`config.mk`:
```
export PLATFORM = sky130hd
export DESIGN_NAME = fixed_subframe_sequencer
export DESIGN_NICKNAME = d
export VERILOG_FILES = /design/src/rtl/flac_pkg.sv /design/src/rtl/latency_pipe.sv /design/src/rtl/fixed_subframe_sequencer.sv
export SDC_FILE = /design/constraint.sdc
export NUM_CORES = 1
export LEC_CHECK = 0
export ABC_AREA = 0
export BUFFER_PORTS_ARGS = -buffer_cell sky130_fd_sc_hd__buf_2
export CAP_MARGIN = 20
export CORE_ASPECT_RATIO = 1.2
export CORE_MARGIN = 2
export CORE_UTILIZATION = 40
export DETAILED_ROUTE_END_ITERATION = 10
export PLACE_DENSITY_LB_ADDON = 0.08
export SLEW_MARGIN = 5
export SYNTH_ARGS = -nofsm -noshare
export SYNTH_HDL_FRONTEND = slang
export SYNTH_HIERARCHICAL = 1
export SYNTH_SLANG_ARGS = --single-unit
```
`constraint.sdc`:
```
create_clock -name iClock -period 4.9 [get_ports iClock]
set_input_delay 1.225 -clock iClock [delete_from_list [all_inputs] [get_ports iClock]]
set_output_delay 1.225 -clock iClock [all_outputs]
set_load 0.02 [all_outputs]
```
`src/rtl/flac_pkg.sv`:
```
// flac_pkg: shared state encoding and FIXED subframe constants
package flac_pkg;
  localparam int DATA_W_DEF = 16;
  localparam int BS_W_DEF = 16;
  localparam int FIXED_ORDER_MIN = 0;
  localparam int FIXED_ORDER_MAX = 4;
  typedef enum logic [2:0] {IDLE, CLEAR, WARMUP, RESIDUAL, DRAIN, DONE} state_t;
endpackage

```
`src/rtl/latency_pipe.sv`:
```
// latency_pipe: delays a valid strobe by DEPTH cycles to align with decoder output
module latency_pipe #(
  parameter int DEPTH = 1
) (
  input  logic clk,
  input  logic rst,
  input  logic en,
  output logic tail
);
  logic [DEPTH-1:0] pipe;
  if (DEPTH == 1) begin : g_one
    always_ff @(posedge clk) pipe <= rst ? 1'b0 : en;
  end else begin : g_many
    always_ff @(posedge clk) pipe <= rst ? '0 : {pipe[DEPTH-2:0], en};
  end
  assign tail = pipe[DEPTH-1];
endmodule

```
`src/rtl/fixed_subframe_sequencer.sv`:
```
// fixed_subframe_sequencer: steps an external FixedDecoder through one FIXED subframe
module fixed_subframe_sequencer
  import flac_pkg::*;
#(
  parameter int DATA_W      = DATA_W_DEF,
  parameter int BS_W        = BS_W_DEF,
  parameter int DEC_LATENCY = 1,
  parameter int MAX_ORDER   = FIXED_ORDER_MAX
) (
  input  logic              iClock,
  input  logic              iReset,
  input  logic              iStart,
  input  logic [7:0]        iOrder,
  input  logic [BS_W-1:0]   iBlockSize,
  input  logic [DATA_W-1:0] iSample,
  input  logic              iSampleValid,
  output logic              oSampleReady,
  output logic              oDecReset,
  output logic              oDecEnable,
  output logic [7:0]        oDecOrder,
  output logic [DATA_W-1:0] oDecSample,
  input  logic [DATA_W-1:0] iDecData,
  output logic [DATA_W-1:0] oData,
  output logic              oDataValid,
  output logic              oBusy,
  output logic              oDone,
  output logic              oError
);
  state_t state;
  logic [7:0] order;
  logic [BS_W-1:0] bs;
  logic [BS_W:0] in_cnt, out_cnt, in_next, bs_x;
  logic xfer, tail, bad_cmd;
  assign xfer = iSampleValid & oSampleReady;
  assign in_next = in_cnt + 1'b1;
  assign bs_x = {1'b0, bs};
  // counters are one bit wider than the block size so a full block never wraps
  assign bad_cmd = iOrder > 8'(MAX_ORDER) || iBlockSize == '0 ||
                   {1'b0, iBlockSize} < (BS_W+1)'(iOrder);
  latency_pipe #(.DEPTH(DEC_LATENCY)) u_pipe (
    .clk (iClock),
    .rst (iReset),
    .en  (oDecEnable),
    .tail(tail)
  );
  always_ff @(posedge iClock) begin
    if (iReset) begin
      state        <= IDLE;
      order        <= '0;
      bs           <= '0;
      in_cnt       <= '0;
      out_cnt      <= '0;
      oSampleReady <= 1'b0;
      oDecReset    <= 1'b0;
      oDecEnable   <= 1'b0;
      oDecOrder    <= '0;
      oDecSample   <= '0;
      oData        <= '0;
      oDataValid   <= 1'b0;
      oBusy        <= 1'b0;
      oDone        <= 1'b0;
      oError       <= 1'b0;
    end else begin
      oDecEnable <= xfer;
      oDecSample <= xfer ? iSample : oDecSample;
      oDataValid <= tail;
      oData      <= tail ? iDecData : oData;
      out_cnt    <= tail ? out_cnt + 1'b1 : out_cnt;
      oDecReset  <= 1'b0;
      oDone      <= 1'b0;
      oError     <= 1'b0;
      case (state)
        IDLE: if (iStart) begin
          order <= iOrder;
          bs    <= iBlockSize;
          if (bad_cmd) oError <= 1'b1;
          else begin
            state     <= CLEAR;
            oDecReset <= 1'b1;
            oDecOrder <= iOrder;
            oBusy     <= 1'b1;
            in_cnt    <= '0;
            out_cnt   <= '0;
          end
        end
        CLEAR: begin
          state        <= order == '0 ? RESIDUAL : WARMUP;
          oSampleReady <= 1'b1;
        end
        WARMUP, RESIDUAL: if (xfer) begin
          in_cnt <= in_next;
          if (in_next == bs_x) begin
            state        <= DRAIN;
            oSampleReady <= 1'b0;
          end else if (state == WARMUP && in_next == (BS_W+1)'(order)) state <= RESIDUAL;
        end
        DRAIN: if (out_cnt == bs_x) begin
          state <= DONE;
          oDone <= 1'b1;
        end
        DONE: begin
          state     <= IDLE;
          oBusy     <= 1'b0;
          oDecOrder <= '0;
        end
        default: state <= IDLE;
      endcase
    end
  end
endmodule

```
==> reports/metrics.cfg, run 1 <==
[cts]
h-tree-depth=3
cts_buffers=9
clockBufferDepth=2
postCtsSetupRepairBufs=0
holdBufCountCts=0
cts_resized=0
clk_latency_ps=350
cts-root-buf=clkbuf_16
cts.sink_count=109
path_clk_slew_ps=80
cts_tree=done

[yosys]
netlist_instances=659
ys_types=59
netlist_area_sq_mm=0.005415
synth_edf_count=0
yosys_warnings=6
yosysMostFrequentCell=dfxtp_1
synth_fp_nets=728
avgSynthCellArea_sq_um=8.217
synth-seq-cells=109
synthTopCellsByArea=dfxtp_1 40%, nand2_1 7.4%, xor2_1 6.0%
synth_top_area_frac=0.4030
synth_area_leader_cell=dfxtp_1
async_reset_ff_frac=0
synth_common_cells=109 x dfxtp_1, 107 x nand2_1, 62 x a21oi_1
ys.flop_type=dfxtp_1
ys_seq_area_frac=0.4030

[worst_setup_path]
cpPeakStageDelay_ps=590
r2r-start=in_cnt[0]
critPathCaptureType=register
required_ps=5110
cp_cell_sequence=buf_2, inv_1, ha_1, o21ai_0, a22oi_1, o211ai_1, o21ai_1, a32oi_1, nor2_2, mux2_2, nor2_1
r2r_cells=9
critPathMaxFanout=17
r2r_end=state[0]
crit_arrival_ps=3680
ff2ff_setup_slack_ps=1730
crit_end=in_cnt[0]
worstSetupPathType=in2reg
start_kind=primary input
startpoint=iOrder[6]
slowest_stage=nor2_2

[finish]
fillers=1362
area_growth_pct=16.50
final_area_sq_mm=0.006309
fin_cells=906
drive_gt1_frac=0.1900
final_nets=801

[die]
die_w_microns=110.2
initial_core_util=0.4091
ios=107
rows=46
die_area_sq_mm=0.01449
core_sq_mm=0.01324
die_h_microns=131.5

[detailed_routing]
routedWlPerCell_microns=15.34
wirelength_microns=13900
first_pass_iters=4
via_per_inst=5.248
drc=0
drt_iter0_markers=234
antenna_left=0
num_vias=4755

[grt]
grt_pass1_vias=4577
grt_max_degree=54
antenna_found_initial=1
grt_pass1_wl_microns=23090
gr-usage-all-layers=0.1983
grt.overflow.total=0

[place]
placed_area_sq_mm=0.005987
place_ws_ps=1110
routabilityCongestion=0.8638
hpwl_microns=10190
place_inst=889
numPortBuffers=106

[sta]
finalCritPeriodShare=0.7093
max_slew_margin=0.4442
worst_pin_slew_ps=830.6
finalCriticalPeriod_ps=3476
max_freq_mhz=287.7
setup_viol=0
hold_viol=0
rsz0062_at_grt=no
skew_ps=11.58
timing.setup.tns_ps=0
fin_ws_ps=1424
maxSlewViolCount=0

[power]
finalPower_mw=1.983
ir_worst_vdd_v=0.0001869
powerDensity_mw_per_mm2=314.3
p_leak_nw=2.550

[hold_path]
min_path_type=reg2reg

[run_status]
status=complete, no violations

[flow_run]
cap_viol_max_count=0

how the worst min path moves through the flow:
stage / start / to / slack, ps / cells after the start
after floorplan: out_cnt[16] / out_cnt[16] / 450 / 2
after detailed placement: oDecSample[15] / oDecSample[15] / 450 / 2
after global placement: oBusy / oBusy / 430 / 2
after CTS: oDecSample[5] / oDecSample[5] / 460 / 2
after global routing: oDecEnable / u_pipe/tail / 470 / 1
final: oDecSample[7] / oDecSample[7] / 460 / 2
flip-flops by register name, indices dropped and copies added, names as in the netlist, 3 cells and up:
register,flops
oDecOrder,8
oData,16
bs,16
oDecSample,16
out_cnt,17
order,8
state,3
in_cnt,17
through the flow:
step           utilization  hold WS, ps
4_1_cts             0.4764        459.1
3_3_place_gp        0.4523        430.6
6_report            0.4766        456.2
5_1_grt             0.4766        471.2
3_5_place_dp        0.4523        445.4
2_1_floorplan            -        453.1
routing by layer:
| layer | wire [microns] | vias to the layer above | track usage |
|---|---|---|---|
| li1 | - | 2416 | - |
| met1 | 6292 | 2218 | 0.2637 |
| met2 | 6539 | 110 | 0.3149 |
| met3 | 885 | 11 | 0.05506 |
| met4 | 184 | 0 | 0.05139 |
| met5 | 0 | - | 0 |
kinds of logic after synthesis:
family	synth area share
muxes	0.03535
adders and majority gates	0.02080
DFF	0.4030
AOI/OAI and AO/OA	0.1333
xor gates and xnor gates	0.1100
buffers and inverters	0.04482
and+or+nand+nor	0.2528
where the power goes:
part           internal (mW)  leakage, nW  switching, mW
clock network          0.430        0.154          0.342
logic                  0.104         1.51          0.156
registers              0.916        0.883         0.0339
total                   1.45         2.55          0.532
cells in the final DEF, fill, tap and decap left out, drive strengths merged, types with 3 or more instances in the layout:
| cell type | netlist | final |
|---|---|---|
| nor3 | 10 | 10 |
| inv | 11 | 12 |
| mux2i | 18 | 18 |
| nor2b | 3 | 3 |
| dfxtp | 109 | 109 |
| a311oi | 16 | 16 |
| a31oi | 7 | 7 |
| nor3b | 3 | 3 |
| a21oi | 62 | 62 |
| nand4 | 14 | 14 |
| ha | 9 | 9 |
| and3 | 11 | 11 |
| nand2 | 107 | 107 |
| nor4 | 13 | 13 |
| buf | 18 | 110 |
| nor2 | 60 | 60 |
| clkbuf | 30 | 11 |
| xnor2 | 31 | 31 |
| or3 | 5 | 5 |
| and2 | 3 | 3 |
| o21ai | 14 | 14 |
| xor2 | 37 | 37 |
| nand3 | 25 | 25 |
| nand2b | 15 | 15 |
area by class of cell:
type / count / area (sq um) / share of cell area
Antenna cell: 1 / 2.502 / 0.0003967
Clock buffer: 11 / 252.7 / 0.04006
Clock inverter: 5 / 66.31 / 0.01051
Inverter: 11 / 41.29 / 0.006545
Multi-Input combinational cell: 491 / 2993 / 0.4744
Sequential cell: 109 / 2182 / 0.3459
Tap cell: 168 / 210.2 / 0.03332
Timing Repair Buffer: 110 / 560.5 / 0.08885
critical path: cells and delay by family:
family / cells / cell delay, ps
fa+ha+maj: 1 / 290
simple gates: 2 / 630
mux: 1 / 270
compound gates: 5 / 1120
buf+inv: 2 / 140
Note: power is estimated with default switching activity, not from simulation.
==> run 2: changes to the inputs <==
==> constraint.sdc (replaced) <==
create_clock -name iClock -period 3.6 [get_ports iClock]
set_input_delay 0.9 -clock iClock [delete_from_list [all_inputs] [get_ports iClock]]
set_output_delay 0.9 -clock iClock [all_outputs]
set_load 0.02 [all_outputs]
==> reports/metrics.cfg, run 2 (synthesis results as in run 1) <==
[sta]
skew_ps=5.616  ; -5.965 ps
hold_slack_ps=443.7  ; -12.55 ps
max_freq_mhz=337.0
maxSlewViolCount=0  ; unchanged
setup_viol=0  ; unchanged
hold_viol=0  ; unchanged
finalCriticalPeriod_ps=2968
fin_ws_ps=632.3  ; -792.0 ps
rsz0062_at_grt=no
worst_pin_slew_ps=701.0  ; -129.6 ps
finalCritPeriodShare=0.8244
max_slew_margin=0.5327  ; +0.08846
timing.setup.tns_ps=0  ; unchanged

[die]
initial_core_util=0.4091  ; unchanged
die_area_sq_mm=0.01449  ; unchanged
die_h_microns=131.5  ; unchanged
ios=107  ; unchanged
core_sq_mm=0.01324  ; unchanged
rows=46  ; unchanged
die_w_microns=110.2  ; unchanged

[power]
p_leak_nw=2.585  ; +1.4%
powerDensity_mw_per_mm2=417.7  ; +33%
finalPower_mw=2.652  ; +34%
ir_worst_vdd_v=0.0002147  ; +15%

[finish]
fillers=1370  ; +0.59%
post-route-util=0.4795  ; +0.002930
fin_cells=914  ; +0.88%
final_area_sq_mm=0.006347  ; +0.61%
area_growth_pct=17.21
layout_commonest_cell=dfxtp_1
drive_gt1_frac=0.1997  ; +0.009773
mostFrequentLayoutCells=109 x dfxtp_1, 107 x nand2_1, 106 x buf_2
seq_area_sq_mm=0.002182  ; unchanged
multi_input_area_sq_mm=0.002993  ; unchanged
reg.largest.list=in_cnt (17), out_cnt (17)
final_nets=810  ; +1.1%
n_antenna_cell=0  ; -1

[cts]
cts-root-buf=clkbuf_16
cts_buffers=9  ; unchanged
cts.sink_count=109  ; unchanged
h-tree-depth=3  ; unchanged
cts_resized=0  ; unchanged
path_clk_slew_ps=80  ; about the same
cts_tree=done
clk_latency_ps=360  ; about the same
holdBufCountCts=0  ; unchanged
clockBufferDepth=2  ; unchanged
postCtsSetupRepairBufs=0  ; unchanged

[detailed_routing]
antenna_left=0  ; unchanged
drc=0  ; unchanged
via_per_inst=5.292  ; +0.83%
drt_iter0_markers=242  ; +3.4%
first_pass_iters=4  ; unchanged
routedWlPerCell_microns=15.88  ; +3.5%
wirelength_microns=14520  ; +4.4%
num_vias=4837  ; +1.7%

[place]
numPortBuffers=106  ; unchanged
place_inst=897  ; +0.90%
hpwl_microns=10690  ; +4.9%
place_ws_ps=522.2  ; -587.7 ps
routabilityCongestion=0.9040  ; +4.7%
placed_area_sq_mm=0.006047  ; +1.0%

[hold_path]
worstHoldStart=oBusy
min_path_type=reg2reg

[worst_setup_path]
required_ps=3820  ; -1290 ps
cpPeakStageDelay_ps=520  ; -70 ps
r2r-start=in_cnt[0]
cp_cell_sequence=ha_1, nand3_2, or2_1, xnor2_1, o2bb2ai_1, o221ai_2, nor4_4, o21a_1, nor4_2
start_kind=register
crit_arrival_ps=3190  ; -490 ps
critPathCaptureType=register
worstSetupPathType=reg2reg
critPathTopFamily=simple AND/OR/NAND/NOR gates
ff2ff_setup_slack_ps=630  ; -1100 ps
crit_buf_inv=0  ; -2
critPathMaxFanout=9  ; -8
slowest_stage=dfxtp_1
startpoint=in_cnt[0]

[flow_run]
cap_viol_max_count=0  ; unchanged

[grt]
antenna_found_initial=0  ; -1
gr-usage-all-layers=0.2077  ; +0.009389
grt_pass1_wl_microns=23690  ; +2.6%
grt_pass1_vias=4674  ; +2.1%
met2_usage=0.3170  ; +0.002045
grtUsageMet3=0.04663  ; -0.008433
grt_max_degree=37  ; -31%
met1_usage=0.2769  ; +0.01314
grt.overflow.total=0  ; unchanged
grt-busiest-layer=met2

[run_status]
status=complete, no violations

[run 2: worst register-to-register path: cells and delay by family (launching register included)]
family | cells | cell delay, ps
flip-flops | 1 | 520
XOR/XNOR | 1 | 170
AND/OR/NAND/NOR | 4 | 1180
adder cells (fa/ha/maj) | 1 | 400
AO/OA/AOI/OAI | 3 | 570
[run 2: power by group]
part           total (mW)  switching, mW  internal (mW)
combinational       0.368          0.219          0.148
sequential           1.30         0.0480           1.25
clock               0.989          0.494          0.495
total                2.65          0.761           1.89
[run 2: worst paths after layout]
kind / endpoint / cells after the start
worst max-delay path: state[0] / 9
worst min-delay path: oBusy / 2
worst max register to register: state[0] / 9
worst min register to register: oBusy / 2
[run 2: area by class of cell]
class,count,area share
multi-input combinational,491,0.4715
inverter,11,0.006505
clock buffer,10,0.03765
sequential,109,0.3438
timing repair buffer,119,0.1001
tap,168,0.03312
clock inverter,6,0.007294
[run 2: layer usage]
metal	vias to the layer above	wire length, microns
li1	2433	-
met1	2243	6729
met2	136	6667
met3	25	753
met4	0	365
met5	-	0
